`src/rtl/riscv_pkg.sv`:
```
// Shared fetch-path types: data width, fetch FSM states and the prefetch buffer entry.
package riscv_pkg;

  localparam int XLEN = 32;

  typedef enum logic [1:0] {
    IDLE    = 2'd0,
    REQ     = 2'd1,
    DISCARD = 2'd2
  } fetch_state_e;

  typedef struct packed {
    logic [XLEN-1:0] pc;
    logic [XLEN-1:0] inst;
  } fetch_entry_t;

  function automatic logic [XLEN-1:0] align_word(input logic [XLEN-1:0] addr);
    return {addr[XLEN-1:2], 2'b00};
  endfunction

endpackage

```
`src/rtl/fetch_fifo.sv`:
```
// Prefetch buffer: DEPTH-entry FIFO with simultaneous push/pop and a flush that wins over both.
module fetch_fifo
  import riscv_pkg::*;
#(
  parameter  int DEPTH = 2,
  localparam int AW    = $clog2(DEPTH),
  localparam int CW    = AW + 1
) (
  input  logic         clk,
  input  logic         rst,
  input  logic         push_i,
  input  logic         pop_i,
  input  logic         flush_i,
  input  fetch_entry_t push_data_i,
  output fetch_entry_t head_o,
  output logic [CW-1:0] count_o
);

  fetch_entry_t  mem_q [DEPTH];
  logic [AW-1:0] wr_ptr_q, rd_ptr_q;
  logic [CW-1:0] count_q;
  logic          do_push, do_pop;

  // A full buffer still takes a push when the head leaves in the same cycle.
  assign do_pop  = pop_i && (count_q != '0) && !flush_i;
  assign do_push = push_i && ((count_q < CW'(DEPTH)) || do_pop) && !flush_i;

  always_ff @(posedge clk) begin
    if (do_push) mem_q[wr_ptr_q] <= push_data_i;
  end

  always_ff @(posedge clk or posedge rst) begin
    if (rst) begin
      wr_ptr_q <= '0;
      rd_ptr_q <= '0;
      count_q  <= '0;
    end else if (flush_i) begin
      wr_ptr_q <= '0;
      rd_ptr_q <= '0;
      count_q  <= '0;
    end else begin
      if (do_push) wr_ptr_q <= wr_ptr_q + AW'(1);
      if (do_pop)  rd_ptr_q <= rd_ptr_q + AW'(1);
      case ({do_push, do_pop})
        2'b10:   count_q <= count_q + CW'(1);
        2'b01:   count_q <= count_q - CW'(1);
        default: count_q <= count_q;
      endcase
    end
  end

  assign head_o  = mem_q[rd_ptr_q];
  assign count_o = count_q;

endmodule

```
`src/rtl/fetch_unit.sv`:
```
// Instruction fetch: single-outstanding memory requests into a prefetch buffer, with redirect flush.
// Define FETCH_PERF_CNT_EN to add the perf_fetch_cnt / perf_flush_cnt counter outputs.
module fetch_unit
  import riscv_pkg::*;
#(
  parameter logic [XLEN-1:0] RESET_PC = 32'h0000_0000,
  parameter int              DEPTH    = 2
) (
  input  logic            clk,
  input  logic            rst,
  output logic            imem_req,
  output logic [XLEN-1:0] imem_addr,
  input  logic            imem_ack,
  input  logic [XLEN-1:0] imem_rdata,
  input  logic            redirect,
  input  logic [XLEN-1:0] redirect_pc,
  output logic            inst_valid,
  output logic [XLEN-1:0] inst,
  output logic [XLEN-1:0] inst_pc,
  input  logic            inst_ready
`ifdef FETCH_PERF_CNT_EN
  ,
  output logic [31:0]     perf_fetch_cnt,
  output logic [31:0]     perf_flush_cnt
`endif
);

  localparam int CW = $clog2(DEPTH) + 1;

  fetch_state_e    state_q, state_d;
  logic [XLEN-1:0] fetch_pc_q, fetch_pc_d;
  logic [XLEN-1:0] addr_q, addr_d;
  logic [XLEN-1:0] redirect_tgt, pc_plus4;
  logic [CW-1:0]   count, count_post;
  logic            push, pop;
  fetch_entry_t    head;

  assign redirect_tgt = align_word(redirect_pc);
  assign pc_plus4     = fetch_pc_q + XLEN'(4);
  assign push         = (state_q == REQ) && imem_ack && !redirect;
  assign pop          = inst_valid && inst_ready;
  assign count_post   = count + CW'(push) - CW'(pop);

  fetch_fifo #(.DEPTH(DEPTH)) u_fifo (
    .clk         (clk),
    .rst         (rst),
    .push_i      (push),
    .pop_i       (pop),
    .flush_i     (redirect),
    .push_data_i ('{pc: fetch_pc_q, inst: imem_rdata}),
    .head_o      (head),
    .count_o     (count)
  );

  always_ff @(posedge clk or posedge rst) begin
    if (rst) begin
      state_q    <= IDLE;
      fetch_pc_q <= RESET_PC;
      addr_q     <= RESET_PC;
    end else begin
      state_q    <= state_d;
      fetch_pc_q <= fetch_pc_d;
      addr_q     <= addr_d;
    end
  end

  always_comb begin
    state_d    = state_q;
    fetch_pc_d = fetch_pc_q;
    addr_d     = addr_q;
    case (state_q)
      IDLE: begin
        if (redirect) begin
          state_d    = REQ;
          fetch_pc_d = redirect_tgt;
          addr_d     = redirect_tgt;
        end else if (count < CW'(DEPTH)) begin
          state_d = REQ;
          addr_d  = fetch_pc_q;
        end
      end
      REQ: begin
        if (redirect) begin
          fetch_pc_d = redirect_tgt;
          if (imem_ack) addr_d  = redirect_tgt;
          else          state_d = DISCARD;
        end else if (imem_ack) begin
          fetch_pc_d = pc_plus4;
          if (count_post < CW'(DEPTH)) addr_d  = pc_plus4;
          else                         state_d = IDLE;
        end
      end
      DISCARD: begin
        // The in-flight word belongs to the old stream; only the target moves until it returns.
        if (redirect) fetch_pc_d = redirect_tgt;
        if (imem_ack) begin
          state_d = REQ;
          addr_d  = redirect ? redirect_tgt : fetch_pc_q;
        end
      end
      default: state_d = IDLE;
    endcase
  end

  always_comb begin
    imem_req   = (state_q == REQ) || (state_q == DISCARD);
    imem_addr  = addr_q;
    inst_valid = (count != '0) && !redirect;
    inst       = head.inst;
    inst_pc    = head.pc;
  end

`ifdef FETCH_PERF_CNT_EN
  logic [31:0] fetch_cnt_q, flush_cnt_q;

  always_ff @(posedge clk or posedge rst) begin
    if (rst) begin
      fetch_cnt_q <= '0;
      flush_cnt_q <= '0;
    end else begin
      if (push)     fetch_cnt_q <= fetch_cnt_q + 32'd1;
      if (redirect) flush_cnt_q <= flush_cnt_q + 32'd1;
    end
  end

  assign perf_fetch_cnt = fetch_cnt_q;
  assign perf_flush_cnt = flush_cnt_q;
`endif

endmodule

```
`config.mk`:
```
export PLATFORM = sky130hd
export DESIGN_NAME = fetch_unit
export DESIGN_NICKNAME = d
export VERILOG_FILES = /design/src/rtl/riscv_pkg.sv /design/src/rtl/fetch_fifo.sv /design/src/rtl/fetch_unit.sv
export SDC_FILE = /design/constraint.sdc
export NUM_CORES = 1
export LEC_CHECK = 0
export ABC_AREA = 1
export CORE_ASPECT_RATIO = 1.75
export CORE_MARGIN = 5
export CORE_UTILIZATION = 35
export DETAILED_ROUTE_END_ITERATION = 6
export GPL_TIMING_DRIVEN = 0
export PLACE_DENSITY = 0.57
export SLEW_MARGIN = 25
export SYNTH_ARGS = -nofsm -noshare
export SYNTH_HDL_FRONTEND = slang
export SYNTH_SLANG_ARGS = --single-unit
```
`constraint.sdc`:
```
create_clock -name clk -period 10.2 [get_ports clk]
set_input_delay 2.04 -clock clk [delete_from_list [all_inputs] [get_ports clk]]
set_output_delay 2.04 -clock clk [all_outputs]
set_load 0.01 [all_outputs]
```
* After elaboration in Yosys (flattened, before gate mapping)
Memory sizes are Yosys's and may differ from the RTL's. Index checks and enable logic that the tools add are counted.
Operators by class: reduce and logical (&&, ||, !) cells 22, add/sub/neg operators 7, muxes and demuxes 28, equal/unequal tests 11, $lt $le $gt $ge 2
Operator list (number):
- $mux 32 | 10
- $pmux 32 s3 | 1
- $pmux 32 s2 | 1
- $add 32x3->32 const B | 1
- $mux 2 | 8
- $ne 3x3->1 const B | 4
- $reduce_and 5->1 | 2
- $logic_and 1x1->1 | 8
- $reduce_bool 2->1 | 4
- $mux 1 | 6
- $pmux 2 s3 | 1
- $reduce_bool 3->1 | 2
- $eq 2x1->1 const B | 2
- $eq 2x2->1 const B | 2
- $lt 2x2->1 const B | 2
- $ne 2x2->1 const B | 2
- $pmux 2 s2 | 1
- $ne 3x2->1 const B | 1
- $add 1x1->1 const B | 2
- $add 2x1->2 | 1
- $add 2x1->2 const B | 1
- $logic_not 2->1 | 1
- $logic_or 1x1->1 | 2
- $reduce_and 2->1 | 1
- other kinds (4) | 4
Storage, ports and cells: logic and storage cells 77, input port bits 69, memories kept 1, memory bits (writable) 128, output and inout bits 98, register bits after elaboration 70
Memory list:
- u_fifo.mem_q | words 2, bits a word 64, rd ports 1, clocked after memory_dff 0, write ports 1, line fetch_fifo.sv:19 | fetch_entry_t mem_q [DEPTH];

* Depth between registers and ports, before layout
word-level depth 11, gate-level depth with buffers 16, mapped depth without buffers 13

* Hierarchy
A second synthesis with hierarchy kept.
Unflattened totals: cell total of the unflattened synthesis 936, area total of the unflattened synthesis 9698.1 µm²
Modules (own cells, without submodules):
- fetch_fifo | area each 5057.4 µm², times used 1, cells an instance 242, sequential area each 3943.8 µm²
- fetch_unit | area each 4640.7 µm², times used 1, cells an instance 694, sequential area each 1651.6 µm²

* Least setup slack after synthesis
Ideal clock, no wire load.
kind input to register, start point input redirect, end point memory u_fifo.mem_q[0][0] in the netlist's numbering (enable), setup time 0.487 ns, path buffers 1, arrival time 5.468 ns, data required time 9.713 ns, slack 4.246 ns, stages on the path 6, cell sequence buf_2 nor2_1 nand2_1 inv_1 o21ai_0 nor2_1
On the way: longest elaborated chain between the ends 10, elaborated cells on any way between the ends 11, those cells by class 2 x mux; 9 x reduce/logical
RTL lines:
- from (decl) | line fetch_unit.sv:15 | input logic redirect,
- $logic_not 1->1 | line fetch_unit.sv:108 | inst_valid = (count != '0) && !redirect;
- $logic_and 1x1->1 | line fetch_unit.sv:108
- named net inst_valid | line fetch_unit.sv:17 | output logic inst_valid,
- $logic_and 1x1->1 | line fetch_unit.sv:41 | assign pop = inst_valid && inst_ready;
- $logic_and 1x1->1 (2 in series) | line fetch_fifo.sv:25 | assign do_pop = pop_i && (count_q != '0) && !flush_i;
- $logic_or 1x1->1 | line fetch_fifo.sv:26 | assign do_push = push_i && ((count_q < CW'(DEPTH)) || do_pop) && !flush_i;
- $logic_and 1x1->1 (2 in series) | line fetch_fifo.sv:26
- $mux 1 | line fetch_fifo.sv:29 | if (do_push) mem_q[wr_ptr_q] <= push_data_i;
- $mux 1 (not written as such) | line fetch_fifo.sv:29
- to (decl) | line fetch_fifo.sv:19
The timed path passes the listed nets, and every way through them passes these cells.

* Worst setup path after layout
start point input redirect, end point output inst_valid
On the way: longest elaborated chain between the ends 2
RTL lines (line):
- $logic_not 1->1 | fetch_unit.sv:108
- $logic_and 1x1->1 | fetch_unit.sv:108
- to (decl) | fetch_unit.sv:17
Every way passes these cells.

==> impl_metrics.env <==
export IMPL_post_place_ws_ns=4.723
export IMPL_path_clk_slew_ns=0.07
export IMPL_num_rows=79
export IMPL_outcome="finished clean"
export IMPL_avgRoutedWirePerCell_um=19.96
export IMPL_slew_violations=0
export IMPL_synth_seq_cells=198
export IMPL_fin_setup_tns_ns=0
export IMPL_synth_distinct_cells=37
export IMPL_antenna_cells=0
export IMPL_ys_seq_area_share_pct=59.26
export IMPL_utilization_pct=46.26
export IMPL_ant_nets=0
export IMPL_worstSetupStartpointType="primary input"
export IMPL_grt_use_total_pct=19.49
export IMPL_dpl_instance_area_um2=11680
export IMPL_holdCritStartpoint="fetch_pc_q[1]"
export IMPL_insertion_delay_ns=0.45
export IMPL_grt_busiest_layer="met2"
export IMPL_area_growth_pct=30.27
export IMPL_min_period_ns=5.453
export IMPL_drt_initial_drc_count=569
export IMPL_fmax_mhz=183.4
export IMPL_power_total_mw=3.402
export IMPL_path_buf_inv=3
export IMPL_cts_setup_buffers=0
export IMPL_synth_top_cells_by_count="nand2_1, edfxtp_1, nor2_1"
export IMPL_synth_compound_area_share_pct=7.077
export IMPL_synth_area_um2=9442
export IMPL_syn_num_nets=1026
export IMPL_grt_pass1_vias=7614
export IMPL_syn_inst=951
export IMPL_grt_max_degree=47
export IMPL_layout_drive_gt1_share_pct=11.79
export IMPL_fill_cells=2548
export IMPL_r2r_start="u_fifo.count_o[1]"
export IMPL_finalSetupViolCount=0
export IMPL_drt_first_pass_iters=5
export IMPL_gr_usage_met1_pct=22.24
export IMPL_grt_pass1_wl_um=44680
export IMPL_coreArea_um2=26590
export IMPL_dpl_cell_count=1446
export IMPL_p_per_area_nw_per_um2=276.6
export IMPL_viasPerCell=5.160
export IMPL_rsz0062_at_grt="false"
export IMPL_yosys_area_top_type="edfxtp_1"
export IMPL_synthAdderAreaFrac_pct=0.7951
export IMPL_fin_area_um2=12300
export IMPL_nNetsFinal=1216
export IMPL_cp_top_family="buffers and inverters"
export IMPL_root_buffer="clkbuf_16"
export IMPL_die_w_um=134.2
export IMPL_crit_start="redirect"
export IMPL_numCtsBuffers=17
export IMPL_fin_ws_ns=4.747
export IMPL_drc=0
export IMPL_htreeDepth=4
export IMPL_peakVddDrop_mv=0.1304
export IMPL_grtUsageMet2_pct=35.41
export IMPL_via_count=7626
export IMPL_max_stage_delay_ns=0.56
export IMPL_hp_class="reg -> reg"
export IMPL_postCtsHoldBufs=0
export IMPL_synth_edf_count=128
export IMPL_clock_sinks=198
export IMPL_synth_top_area_share_pct=40.71
export IMPL_synth_warning_count=0
export IMPL_skew_ns=0.008498
export IMPL_grtUsageMet3_pct=3.516
export IMPL_path_common_cell="clkdlybuf4s50_1"
export IMPL_grt_overflow=0
export IMPL_cp_required_ns=8.16
export IMPL_critPathSlowestCell="clkdlybuf4s50_1"
export IMPL_synth_top_family_by_area="simple AND/OR/NAND/NOR gates"
export IMPL_synth_simple_gate_area_share_pct=19.72
export IMPL_dp_hpwl_um=21900
export IMPL_cts_resized=0
export IMPL_synth_most_common_cell="nand2_1"
export IMPL_port_buffers=164
export IMPL_finalHoldViolCount=0
export IMPL_leakagePower_nw=4.854
export IMPL_cp_max_fo=10
export IMPL_final_cells=1478
export IMPL_crit_arrival_ns=3.41
export IMPL_async_flop_share_pct=35.35
export IMPL_avgSynthCellArea_um2=9.928
export IMPL_cts_max_path_buffers=2
export IMPL_cap_viol_max_count=0
export IMPL_synth_top_flop_cell="edfxtp_1"
export IMPL_hold_ws_ns=0.4848
export IMPL_die_y_um=227.3
export IMPL_crit_chain="clkdlybuf4s50_1, buf_2, nor2_1, clkdlybuf4s50_1"
export IMPL_antenna_found_initial=0
export IMPL_crit_path_end_kind="primary output"
export IMPL_io_pins=167
export IMPL_start_util_pct=35.51
export IMPL_cts_tree="built"
export IMPL_worst_slew_pin_slew_ns=1.066
export IMPL_synth_xor_area_share_pct=0.3711
export IMPL_relSlewSlack_pct=28.19
export IMPL_worstSetupPathType="in -> out"
export IMPL_place_congestion=0.9365
export IMPL_synth_area_leaders="edfxtp_1, dfrtp_1, nand2_1"
export IMPL_wirelength_um=29510
export IMPL_dieArea_um2=30490
export IMPL_finalCritPeriodShare_pct=53.46
export IMPL_synthMuxAreaShare_pct=7.739
[metal layers]
layer / share of wire, % / wire length (um)
met1: 39 / 11510
met2: 53 / 15500
met3: 4.5 / 1321
met4: 4.0 / 1178
met5: 0 / 0
[worst register-to-register path, delay by kind of cell, from the launching register on]
kind                   cells  cell delay (ns)
buffers and inverters      5             0.83
AO/OA/AOI/OAI              1             0.83
AND/OR/NAND/NOR            4             0.58
flip-flops                 1             0.35
[final cells by class]
class	instances	area (um2)	area share, %
clock buffer	19	452.9	3.683
inverter	68	257.7	2.096
buffer	46	220.2	1.790
timing repair buffer	171	1819	14.79
sequential	198	5595	45.49
clock inverter	13	162.7	1.322
tap	324	405.4	3.296
multi-input combinational	639	3386	27.53
[registers in the layout, summed over array words and instances, names as in the netlist]
register         count
fetch_pc_q          32
u_fifo.mem_q       128
u_fifo.count_o       2
imem_addr           32
state_q              2
u_fifo.rd_ptr_q      1
u_fifo.wr_ptr_q      1
[power by group]
group | leakage (nW) | switching (mW) | internal [mW]
Clock | 0.299 | 0.315 | 0.382
Sequential | 2.01 | 0.177 | 1.08
Combinational | 2.55 | 0.857 | 0.591
Total | 4.85 | 1.35 | 2.05
[final timing paths]
| check | endpoint | slack, ns | depth (start not counted) |
|---|---|---|---|
| max reg2reg | u_fifo.mem_q[1][23] | 7.34 | 10 |
| max | inst_valid | 4.75 | 4 |
| min in group asynchronous | imem_addr[2] | 1.94 | 2 |
| min | u_fifo.mem_q[0][33] | 0.48 | 0 |
| max in group asynchronous | fetch_pc_q[23] | 7.69 | 3 |
| min reg2reg | u_fifo.mem_q[0][33] | 0.48 | 0 |
[cell usage in the layout, fill, tap and decap left out, drive strengths merged, types with 51 or more instances in the layout]
cell type / count
edfxtp: 128
o21ai: 51
nand3: 62
a21oi: 59
clkdlybuf4s50: 164
dfrtp: 70
mux2: 64
inv: 73
nor2: 93
nand2: 234
[logic make-up (layout without fill, tap and decap cells)]
logic type	count (synthesis)	in the layout
AO/OA/AOI/OAI	126	126
XOR/XNOR	4	4
adder cells (fa/ha/maj)	6	6
buffers and inverters	114	317
flip-flops	198	198
multiplexers	65	65
AND/OR/NAND/NOR	438	438
No activity file was read; power rests on OpenSTA's default activity.
